**config.mk**
```make
export PLATFORM = sky130hd
export DESIGN_NAME = dom_masker
export DESIGN_NICKNAME = d
export VERILOG_FILES = /design/src/rtl/dom_pkg.sv /design/src/rtl/dom_xorshift32.sv /design/src/rtl/dom_masker.sv
export SDC_FILE = /design/constraint.sdc
export NUM_CORES = 1
export LEC_CHECK = 0
export ABC_AREA = 1
export BUFFER_PORTS_ARGS = -buffer_cell sky130_fd_sc_hd__buf_2
export CORE_MARGIN = 4
export CORE_UTILIZATION = 53
export DETAILED_ROUTE_END_ITERATION = 7
export PLACE_DENSITY = 0.91
export SLEW_MARGIN = 20
export SYNTH_ARGS = -nofsm -noshare
export SYNTH_HDL_FRONTEND = slang
export SYNTH_SLANG_ARGS = --single-unit
```
**constraint.sdc**
```tcl
create_clock -name ClkxCI -period 1.75 [get_ports ClkxCI]
set_input_delay 0.35 -clock ClkxCI [delete_from_list [all_inputs] [get_ports ClkxCI]]
set_output_delay 0.35 -clock ClkxCI [all_outputs]
set_load 0.02 [all_outputs]
```
**src/rtl/dom_pkg.sv**
```systemverilog
// Shared definitions for the DOM masking datapath: FSM states and the
// xorshift32 step used by every mask lane.
package dom_pkg;

  typedef enum logic [1:0] {
    ST_UNSEEDED  = 2'd0,
    ST_RUN       = 2'd1,
    ST_EXHAUSTED = 2'd2
  } dom_state_e;

  localparam int unsigned XS_SHIFT_A = 13;
  localparam int unsigned XS_SHIFT_B = 17;
  localparam int unsigned XS_SHIFT_C = 5;

  // An all-zero xorshift state is a fixed point, so a zero seed is replaced.
  localparam logic [31:0] ZERO_SEED_SUB = 32'h0000_0001;

  function automatic logic [31:0] xorshift32_next(input logic [31:0] x);
    logic [31:0] y;
    y = x ^ (x << XS_SHIFT_A);
    y = y ^ (y >> XS_SHIFT_B);
    y = y ^ (y << XS_SHIFT_C);
    return y;
  endfunction

endpackage

```
**src/rtl/dom_xorshift32.sv**
```systemverilog
// One xorshift32 mask lane: seed load, single-step advance, and the low
// MASK_W bits of the current (pre-advance) state as the lane mask.
module dom_xorshift32
  import dom_pkg::*;
#(
  parameter int MASK_W = 32
) (
  input  logic              clk,
  input  logic              srst,
  input  logic              load_en,
  input  logic [31:0]       seed,
  input  logic              adv_en,
  output logic [MASK_W-1:0] mask
);

  logic [31:0] state_q, state_d;

  always_comb begin
    state_d = state_q;
    if (load_en) begin
      state_d = (seed == 32'd0) ? ZERO_SEED_SUB : seed;
    end else if (adv_en) begin
      state_d = xorshift32_next(state_q);
    end
  end

  always_ff @(posedge clk) begin
    if (srst) begin
      state_q <= 32'd0;
    end else begin
      state_q <= state_d;
    end
  end

  assign mask = state_q[MASK_W-1:0];

endmodule

```
**src/rtl/dom_masker.sv**
```systemverilog
// Splits plaintext words into SHARES Boolean shares using per-lane xorshift32
// masks, with a registered valid/ready output stage and reseed accounting.
module dom_masker
  import dom_pkg::*;
#(
  parameter int WIDTH           = 32,
  parameter int SHARES          = 2,
  parameter int RESEED_INTERVAL = 1024
) (
  input  logic                      ClkxCI,
  input  logic                      RstxBI,
  input  logic [32*(SHARES-1)-1:0]  SeedxDI,
  input  logic                      SeedValidxSI,
  input  logic [WIDTH-1:0]          DxDI,
  input  logic                      DValidxSI,
  output logic                      DReadyxSO,
  output logic [WIDTH*SHARES-1:0]   QxDO,
  output logic                      QValidxSO,
  input  logic                      QReadyxSI,
  output logic                      ReseedReqxSO
);

  localparam int LANES = SHARES - 1;
  localparam int CNT_W = $clog2(RESEED_INTERVAL + 1);

  dom_state_e                state_q, state_d;
  logic [CNT_W-1:0]          cnt_q, cnt_d;
  logic [WIDTH*SHARES-1:0]   q_q, q_d;
  logic                      qvalid_q, qvalid_d;

  logic [LANES*WIDTH-1:0]    lane_mask;
  logic [WIDTH*SHARES-1:0]   shares;
  logic [WIDTH-1:0]          share0;
  logic                      d_ready;
  logic                      xfer;

  // Seed load blocks input acceptance so a transfer never sees half-loaded lanes.
  assign d_ready = (state_q == ST_RUN) && (!qvalid_q || QReadyxSI) && !SeedValidxSI;
  assign xfer    = DValidxSI && d_ready;

  genvar gi;
  generate
    for (gi = 0; gi < LANES; gi++) begin : g_lane
      dom_xorshift32 #(
        .MASK_W (WIDTH)
      ) u_lane (
        .clk     (ClkxCI),
        .srst    (RstxBI),
        .load_en (SeedValidxSI),
        .seed    (SeedxDI[32*gi +: 32]),
        .adv_en  (xfer),
        .mask    (lane_mask[WIDTH*gi +: WIDTH])
      );
      assign shares[WIDTH*(gi+1) +: WIDTH] = lane_mask[WIDTH*gi +: WIDTH];
    end
  endgenerate

  always_comb begin
    share0 = DxDI;
    for (int k = 0; k < LANES; k++) begin
      share0 = share0 ^ lane_mask[WIDTH*k +: WIDTH];
    end
  end

  assign shares[WIDTH-1:0] = share0;

  always_comb begin
    state_d = state_q;
    cnt_d   = cnt_q;
    if (SeedValidxSI) begin
      state_d = ST_RUN;
      cnt_d   = '0;
    end else if (xfer) begin
      cnt_d = cnt_q + CNT_W'(1);
      if (cnt_d == CNT_W'(RESEED_INTERVAL)) begin
        state_d = ST_EXHAUSTED;
      end
    end
  end

  always_comb begin
    q_d      = q_q;
    qvalid_d = qvalid_q;
    if (xfer) begin
      q_d      = shares;
      qvalid_d = 1'b1;
    end else if (qvalid_q && QReadyxSI) begin
      qvalid_d = 1'b0;
    end
  end

  always_ff @(posedge ClkxCI) begin
    if (RstxBI) begin
      state_q  <= ST_UNSEEDED;
      cnt_q    <= '0;
      q_q      <= '0;
      qvalid_q <= 1'b0;
    end else begin
      state_q  <= state_d;
      cnt_q    <= cnt_d;
      q_q      <= q_d;
      qvalid_q <= qvalid_d;
    end
  end

  assign DReadyxSO    = d_ready;
  assign QxDO         = q_q;
  assign QValidxSO    = qvalid_q;
  assign ReseedReqxSO = (state_q != ST_RUN);

endmodule

```
Yosys cells after proc, flatten, opt, wreduce, memory -nomap -nowiden
Cells that the tools add are included.
{ "totals": {"register_bits": 110, "latchBits": 0, "ramBits": 0, "rom_bits": 0, "input_bits": 69, "output_inout_bits": 67, "wordCells": 36, "mem_count": 0} }
{ "classes": {"addsub": 1, "mul": 0, "div_mod_pow": 0, "n_lt_le_gt_ge": 0, "eq_ne": 3, "n_shift": 0, "n_mux": 8, "bitwise": 4, "n_reduce_logical": 14} }
{ "op_table": {"columns": ["op", "count"], "rows": [
  ["$mux W32", 3],
  ["$xor A32 B32 Y32", 3],
  ["$logic_not A32 Y1", 1],
  ["$xor A32 B15 Y32", 1],
  ["$add A11 B1 Y11 const B", 1],
  ["$eq A11 B11 Y1 const B", 1],
  ["$reduce_bool A2 Y1", 3],
  ["$mux W1", 5],
  ["$logic_and A1 B1 Y1", 4],
  ["$reduce_and A2 Y1", 2],
  ["$eq A2 B1 Y1 const B", 1],
  ["$logic_not A1 Y1", 2],
  ["$ne A2 B1 Y1 const B", 1],
  ["$reduce_or A2 Y1", 1],
  ["$logic_or A1 B1 Y1", 1]
]} }

Longest topological paths before layout
Gate-level depths: netlist of run 1.
{ "depth": {"depth_word": 7, "depth_mapped": 11} }

Hierarchy
A second synthesis of run 1 with hierarchy kept.
{ "hier_totals": {"cells_unflattened": 828, "area_unflattened_um2": 5715.5} }
{ "modules_own_cells": {"columns": ["module", "instances", "cells_per_inst", "area_each_um2", "seq_area_each_um2"], "rows": [
  ["dom_masker", 1, 397, 3300.7, 1561.5],
  ["dom_xorshift32", 1, 431, 2414.8, 640.6]
]} }

Least setup slack after synthesis of run 1
Ideal clock, no wire load.
{ "synth_timing": {"path_kind": "input to output", "from": "in SeedValidxSI", "to": "out DReadyxSO", "t_arrival_ps": 1229, "required_ps": 1400, "slack_ps": 171, "path_stages": 3, "path_buffers": 2, "path_cell_list": "buf_2 > buf_1 > nor3_1"} }
{ "synth_via": {"elab_chain_cells": 2} }
{ "synth_lines": {"columns": ["item", "line", "rtl"], "rows": [
  ["start: declaration", "dom_masker.sv:13", "input logic SeedValidxSI,"],
  ["$logic_not A1 Y1", "dom_masker.sv:38", "assign d_ready = (state_q == ST_RUN) && (!qvalid_q || QReadyxSI) && !SeedValidxSI;"],
  ["$logic_and A1 B1 Y1", "dom_masker.sv:38", null],
  ["end: declaration", "dom_masker.sv:16", "output logic DReadyxSO,"]
]} }
Every way passes these cells.

Final worst setup path of run 1
{ "layout_timing": {"from": "reg g_lane[0].u_lane.state_q[18]", "to": "reg g_lane[0].u_lane.state_q[19]"} }
{ "layout_via": {"elab_chain_cells": 5} }
{ "layout_lines": {"columns": ["item", "line", "rtl"], "rows": [
  ["start: declaration", "dom_xorshift32.sv:16", "logic [31:0] state_q, state_d;"],
  ["start signal: assignment", "dom_xorshift32.sv:31", "state_q <= state_d;"],
  ["$xor A32 B32 Y32", "dom_pkg.sv:20", "y = x ^ (x << XS_SHIFT_A);"],
  ["$xor A32 B15 Y32", "dom_pkg.sv:21", "y = y ^ (y >> XS_SHIFT_B);"],
  ["$xor A32 B32 Y32", "dom_pkg.sv:22", "y = y ^ (y << XS_SHIFT_C);"],
  ["$mux W32", "dom_xorshift32.sv:22", "end else if (adv_en) begin"],
  ["$mux W32", "dom_xorshift32.sv:20", "if (load_en) begin"]
]} }
Every way passes these cells. The select of a mux whose other input is x is not followed.
A chain may end at the register's enable or synchronous reset.

==> key figures, run 1 <==
Status
  • Outcome: finished, final reports clean

Pwr
  • Sw Pwr: 1940 uW
  • Leakage Power: 0.00293 uW
  • Cell-internal power: 4030 uW
  • Gate power share: 25.1%
  • Clock share of power: 27.8%
  • Sw Share: 32.5%
  • Sequential Power Share: 47.1%
  • Peak supply drop: 0.512 mV
  • PnR Total Power: 5970 uW
  • Power density cells: 910 nW/um^2

Die
  • Core footprint: 9820 sq um
  • Die extent in x: 109 um
  • Die height: 109 um
  • I/O Pins: 136
  • # rows: 36
  • Die area: 11800 sq um
  • Initial core utilization: 54.9%

Worst hold path
  • Class of the worst hold path: in2reg

Timing
  • Count of final setup violators: 0
  • RSZ-0062 raised after global routing: false
  • Final setup TNS: 0 ns
  • Fin crit share: 91.9%
  • Slew @ Worst Pin: 0.466 ns
  • Final Hold Viols: 0
  • Max_slew headroom: 68.9%
  • Max Fclk: 622 MHz
  • Min Clock Period, post-route: 1.61 ns
  • Max Slew Vio Count: 0
  • Fin Clk Skew: 0.0142 ns

Clocking
  • Clock transition at path regs: 0.11 ns
  • CTS tree: done
  • Setup Buffers After CTS: 0
  • Clk sinks: 110
  • Clk Latency, worst-skew pair: 0.39 ns
  • CTS Buffer Depth: 2
  • Clk root buf: clkbuf_8
  • Post-CTS Hold Fix Bufs: 0
  • H-tree lvl count: 3
  • CTS Buf Count: 9

Layout
  • FILL cells: 824
  • Fin nets: 904
  • Syn-to-layout area delta: 21.9%
  • Layout cells sized above 1: 25.7%
  • # diodes: 0
  • Fin area: 6560 sq um

Detailed routing
  • Final ANT Viol Nets: 0
  • Iter 0 DRT Violations: 587
  • Via Count: 5263
  • Pre-Repair DR Iteration Count: 5
  • Vias per cell: 5.42
  • Per-cell routed wire length: 16.3 um
  • Drt drc: 0
  • Total Wirelength: 15800 um

Synth
  • Register bit total from synthesis: 110
  • YS warnings: 0
  • Syn_nets: 765
  • Yosys cell types: 34
  • Syn Area/Cell: 7.76 sq um
  • Sequential element share of the synthesized area: 40.9%
  • Mapped Area: 5390 sq um
  • Synthesized instance count: 694

Placement
  • Area after DPL: 6310 sq um
  • HPWL after DPL: 11600 um
  • Placer Congestion: 0.949
  • Buffers on Ports: 135

Job
  • Max-cap violations: 0

Setup path
  • CP Max Fanout: 5
  • Worst setup SP type: register
  • Cell family with most CP delay: flip-flops
  • Bufs and invs on worst path: 1
  • CP most frequent cell: nor2_1
  • Critical Path AT: 1.89 ns
  • Critical path type: reg2reg
  • Worst path cell trace: xnor2_1 -> xnor2_1 -> buf_4 -> nor2_1 -> nor2_1 -> nor2_1 -> nor2_1
  • Slowest CP cell: dfxtp_1
  • Req. time, crit path: 2.03 ns
  • Worst setup EP type: register
  • Critical Path Max Stage Delay: 0.58 ns

Global routing
  • Pin count of the biggest net entering global routing: 91
  • GRT overflow: 0
  • GRT Util Overall: 26.8%
  • Vias in the first global route: 4990
  • Antenna violations before repair: 0
  • Global-route wire length before repair: 24800 um
## area by class of cell
type / instances / area [sq um] / share of cell area (%)
Clock inverter: 5 / 66.3 / 1.01
Tap cell: 133 / 166 / 2.54
Sequential cell: 110 / 2200 / 33.6
Clock buffer: 11 / 151 / 2.31
Inverter: 43 / 161 / 2.46
Timing Repair Buffer: 169 / 1010 / 15.3
Multi-Input combinational cell: 500 / 2810 / 42.8
## registers in the layout, indices dropped and copies added (netlist names)
signal and cells:
QxDO 64, g_lane.u_lane.mask 32, cnt_q 11, state_q 2, QValidxSO 1
## routing by layer
layer	share of wire, %	global-route usage, %	wire, um	up-vias
met5	0	0	0	-
met4	3.2	9.92	499	0
met3	9.5	6.75	1500	44
met2	48	44.4	7540	258
met1	40	33.9	6260	2400
li1	-	-	-	2561
## layout by cell type, fill, tap and decap left out, drive strengths merged, types with 9 or more instances in the layout
cell,n
buf,168
dfxtp,110
nor2,108
o21ai,103
nand2,83
a21oi,64
xnor2,55
inv,44
xor2,31
nand3,23
clkbuf,12
o221ai,12
a31oi,9
## worst register-to-register path: cells and delay by family (launching register included)
family                 cells  cell delay, ns
XOR/XNOR                   2            0.42
buffers and inverters      1            0.17
flip-flops                 1            0.58
AND/OR/NAND/NOR            4            0.36
## worst paths after layout
| kind | from | to | slack [ns] | cells after the start |
|---|---|---|---|---|
| max | g_lane[0].u_lane.mask[18]$_SDFFE_PP0P_ | g_lane[0].u_lane.mask[19]$_SDFFE_PP0P_ | 0.14 | 7 |
| min reg2reg | state_q[1]$_SDFFE_PP0P_ | state_q[1]$_SDFFE_PP0P_ | 0.48 | 2 |
| max reg2reg | g_lane[0].u_lane.mask[18]$_SDFFE_PP0P_ | g_lane[0].u_lane.mask[19]$_SDFFE_PP0P_ | 0.14 | 7 |
| min | SeedxDI[22] | g_lane[0].u_lane.mask[22]$_SDFFE_PP0P_ | 0.21 | 3 |
## cell usage after synthesis (all sizes together)
cell type / n / area, sq um
inv: 43 / 161
xnor2: 55 / 527
nand3: 23 / 120
o221ai: 12 / 149
o21ai: 103 / 516
dfxtp: 110 / 2200
o21bai: 1 / 7.51
a211oi: 3 / 27.5
a31oi: 9 / 56.3
buf: 23 / 150
o22ai: 1 / 6.26
nand2: 83 / 322
nand4: 2 / 12.5
clkbuf: 18 / 67.6
xor2: 31 / 279
a21oi: 64 / 320
ha: 2 / 25.0
nor2: 108 / 413
nor3: 3 / 25.0
## metrics by stage
stage / instances / hold WS [ns] / worst slack [ns] / util (%)
2_1_floorplan: 694 / 0.419 / 0.171 / -
3_3_place_gp: 954 / 0.454 / 0.233 / 64.2
3_5_place_dp: 954 / 0.464 / 0.143 / 64.2
4_1_cts: 970 / 0.207 / 0.116 / 66.5
5_1_grt: 971 / 0.211 / 0.00219 / 66.8
6_report: 971 / 0.208 / 0.142 / 66.8
## cells by family after synthesis
| group | after synthesis | share of synthesized area, % |
|---|---|---|
| AOI/OAI and AO/OA | 193 | 20.1 |
| buffers and inverters | 84 | 7.04 |
| adders and majority gates | 2 | 0.465 |
| and+or+nand+nor | 219 | 16.6 |
| xor gates and xnor gates | 86 | 15.0 |
| DFF | 110 | 40.9 |
## repair_timing
| item | CTS | global route |
|---|---|---|
| gates resized for setup | 0 | 4 |
| endpoints found under the hold margin | 0 | 0 |
| endpoints found under the setup margin | 0 | 4 |
## power by group through the flow
stage                     Sequential [uW]  Clock, uW  Combinational [uW]
after floorplan                      2910          0                 896
after global placement               2860          0                1420
after detailed placement             2860          0                1450
after CTS                            2810       1660                1470
after global routing                 2830       1750                1650
final                                2810       1660                1500
(Power assumes the default switching activity.)
==> inputs of run 2 (changes only) <==
Clock period 1.75 ns to 1.7 ns, I/O delays scaled along.
==> run 2 against run 1 <==
Against the previous run: count of clock-buffer cells in the layout decreased by 1; first-iteration DRC count decreased by 22%; hold slack got worse by 0.0044 ns; critical path type is now reg2out; critical endpoint is now DReadyxSO.
==> key figures, run 2 (synthesis gave the netlist of run 1 again) <==
Die
  • Die extent in x: 109 um (unchanged)
  • Die area: 11800 sq um (unchanged)
  • Initial core utilization: 54.9% (unchanged)
  • # rows: 36 (unchanged)
  • I/O Pins: 136 (unchanged)
  • Die height: 109 um (unchanged)
  • Core footprint: 9820 sq um (unchanged)

Timing
  • Max Fclk: 617 MHz
  • Final Hold Viols: 0 (unchanged)
  • Hold_ws: 0.204 ns (-0.00438 ns)
  • Slew @ Worst Pin: 0.454 ns (-0.0114 ns)
  • Fin Clk Skew: 0.0159 ns (+0.00176 ns)
  • Fin crit share: 95.3%
  • RSZ-0062 raised after global routing: false
  • Final setup TNS: 0 ns (unchanged)
  • Max Slew Vio Count: 0 (unchanged)
  • Min Clock Period, post-route: 1.62 ns
  • Count of final setup violators: 0 (unchanged)
  • Max_slew headroom: 69.7% (+0.76 points)

Pwr
  • Leakage Power: 0.00293 uW (-0.10%)
  • Power density cells: 931 nW/um^2 (+2.3%)
  • Cell-internal power: 4070 uW (+1.1%)
  • Sw Share: 33.1% (+0.59 points)
  • Clock share of power: 27.2% (-0.6 points)
  • Peak supply drop: 0.503 mV (-1.8%)
  • Sw Pwr: 2020 uW (+3.9%)
  • Gate power share: 25.4% (+0.3 points)
  • Sequential Power Share: 47.4% (+0.3 points)

Detailed routing
  • Vias per cell: 5.35 (-1.3%)
  • Total Wirelength: 15700 um (-0.77%)
  • Pre-Repair DR Iteration Count: 5 (unchanged)
  • Iter 0 DRT Violations: 455 (-22%)
  • Per-cell routed wire length: 16.1 um (-0.97%)
  • Final ANT Viol Nets: 0 (unchanged)
  • Drt drc: 0 (unchanged)
  • Via Count: 5206 (-1.1%)

Layout
  • Most common cell after layout, fill and taps aside: buf_2
  • Layout cells sized above 1: 25.8% (+0.18 points)
  • Fin nets: 906 (+0.22%)
  • Syn-to-layout area delta: 21.5%
  • FILL cells: 826 (+0.24%)
  • Commonest cells after routing, fill and taps aside: 135 x buf_2, 107 x dfxtp_1, 104 x nor2_1
  • Max FFs per register: 64 (unchanged)
  • # diodes: 0 (unchanged)

Global routing
  • Vias in the first global route: 4879 (-2.2%)
  • Pin count of the biggest net entering global routing: 76 (-16%)
  • Global-route wire length before repair: 24300 um (-2.1%)
  • Antenna violations before repair: 0 (unchanged)
  • GRT overflow: 0 (unchanged)
  • GRT Util Overall: 26.2% (-0.63 points)

Setup path
  • Req. time, crit path: 1.36 ns (-0.67 ns)
  • Worst setup SP type: register
  • Cell family with most CP delay: flip-flops
  • CP startpoint: state_q[0]$_SDFFE_PP0P_
  • Critical path type: reg2out
  • Worst setup EP type: output port
  • Critical Path Max Stage Delay: 0.37 ns (-0.21 ns)
  • Critical Path AT: 1.28 ns (-0.61 ns)
  • Bufs and invs on worst path: 1 (unchanged)
  • Crit Reg-Reg Startpoint: g_lane[0].u_lane.mask[18]$_SDFFE_PP0P_
  • Worst path cell trace: nand2_2 -> nor3_1 -> buf_2
  • CP Max Fanout: 3 (-2)
  • Slowest CP cell: dfxtp_1

Clocking
  • CTS tree: done
  • H-tree lvl count: 3 (unchanged)
  • Post-CTS Hold Fix Bufs: 0 (unchanged)
  • Clk root buf: clkbuf_8
  • Clk Latency, worst-skew pair: 0.38 ns (about the same)
  • CTS Buf Count: 9 (unchanged)
  • Clock transition at path regs: 0.10 ns (about the same)
  • CTS Buffer Depth: 2 (unchanged)
  • Clk sinks: 110 (unchanged)

Job
  • Max-cap violations: 0 (unchanged)

Placement
  • Buffers on Ports: 135 (unchanged)
  • HPWL after DPL: 11900 um (+2.7%)
  • Placer Congestion: 0.970 (+2.2%)

Worst hold path
  • Class of the worst hold path: in2reg
  • Worst hold start: SeedxDI[26]

Status
  • Outcome: finished, final reports clean
run 2: cell count changes in the layout (fill, tap and decap cells not counted), sizes merged:
cell / previous run / this run
clkinv: 2 / 3
buf: 168 / 171
inv: 44 / 45
clkbuf: 12 / 10
clkinvlp: 1 / 0
run 2: tightest hold or removal path, stage by stage:
cell    delay, ns
buf_2        0.09
nor2_1       0.04
nor2_1       0.08
run 2: power groups by stage:
stage	Clock, uW	Combinational (uW)	Sequential (uW)
detailed placement	0	1510	2940
floorplan	0	922	2990
global route	1760	1690	2900
finish	1660	1550	2890
CTS	1670	1530	2880
global placement	0	1470	2930
run 2: final cells by class:
cell class | count | area, sq um | share of cell area (%)
clock buffers | 10 | 128 | 1.95
clock inverters | 6 | 81.3 | 1.24
inverters | 43 | 161 | 2.47
multi-input cells | 500 | 2810 | 42.9
flip-flops and latches | 110 | 2210 | 33.7
well taps | 133 | 166 | 2.54
repair buffers | 171 | 996 | 15.2
run 2: timing repair:
action / CTS / global route
endpoints found under the setup margin: 0 / 3
buffers inserted: 0 / 0
gates resized for setup: 0 / 4
run 2: per-stage QoR:
step | cells | instance area [sq um] | worst slack, ns | util [%] | total power [uW]
floorplan | 694 | 5390 | 0.141 | - | 3920
global placement | 957 | 6330 | 0.152 | 64.5 | 4400
detailed placement | 957 | 6330 | 0.118 | 64.5 | 4450
CTS | 973 | 6540 | 0.105 | 66.6 | 6080
global route | 973 | 6550 | 0.00186 | 66.7 | 6350
finish | 973 | 6550 | 0.0803 | 66.7 | 6090
run 2: path summary, 6_finish.rpt:
kind | endpoint | cells after the start | slack, ns
setup / recovery | DReadyxSO | 3 | 0.08
hold / removal | g_lane[0].u_lane.mask[26]$_SDFFE_PP0P_ | 3 | 0.20
setup reg to reg | g_lane[0].u_lane.mask[19]$_SDFFE_PP0P_ | 7 | 0.16
hold reg to reg | state_q[1]$_SDFFE_PP0P_ | 2 | 0.47
run 2: routing by layer:
metal / track usage (%) / wire (um) / share of wire (%) / vias up
met5: 0 / 0 / 0 / -
met2: 43.9 / 7470 / 48 / 249
met1: 32.9 / 6400 / 41 / 2341
li1: - / - / - / 2570
met4: 9.83 / 572 / 3.6 / 0
met3: 6.10 / 1240 / 7.9 / 46
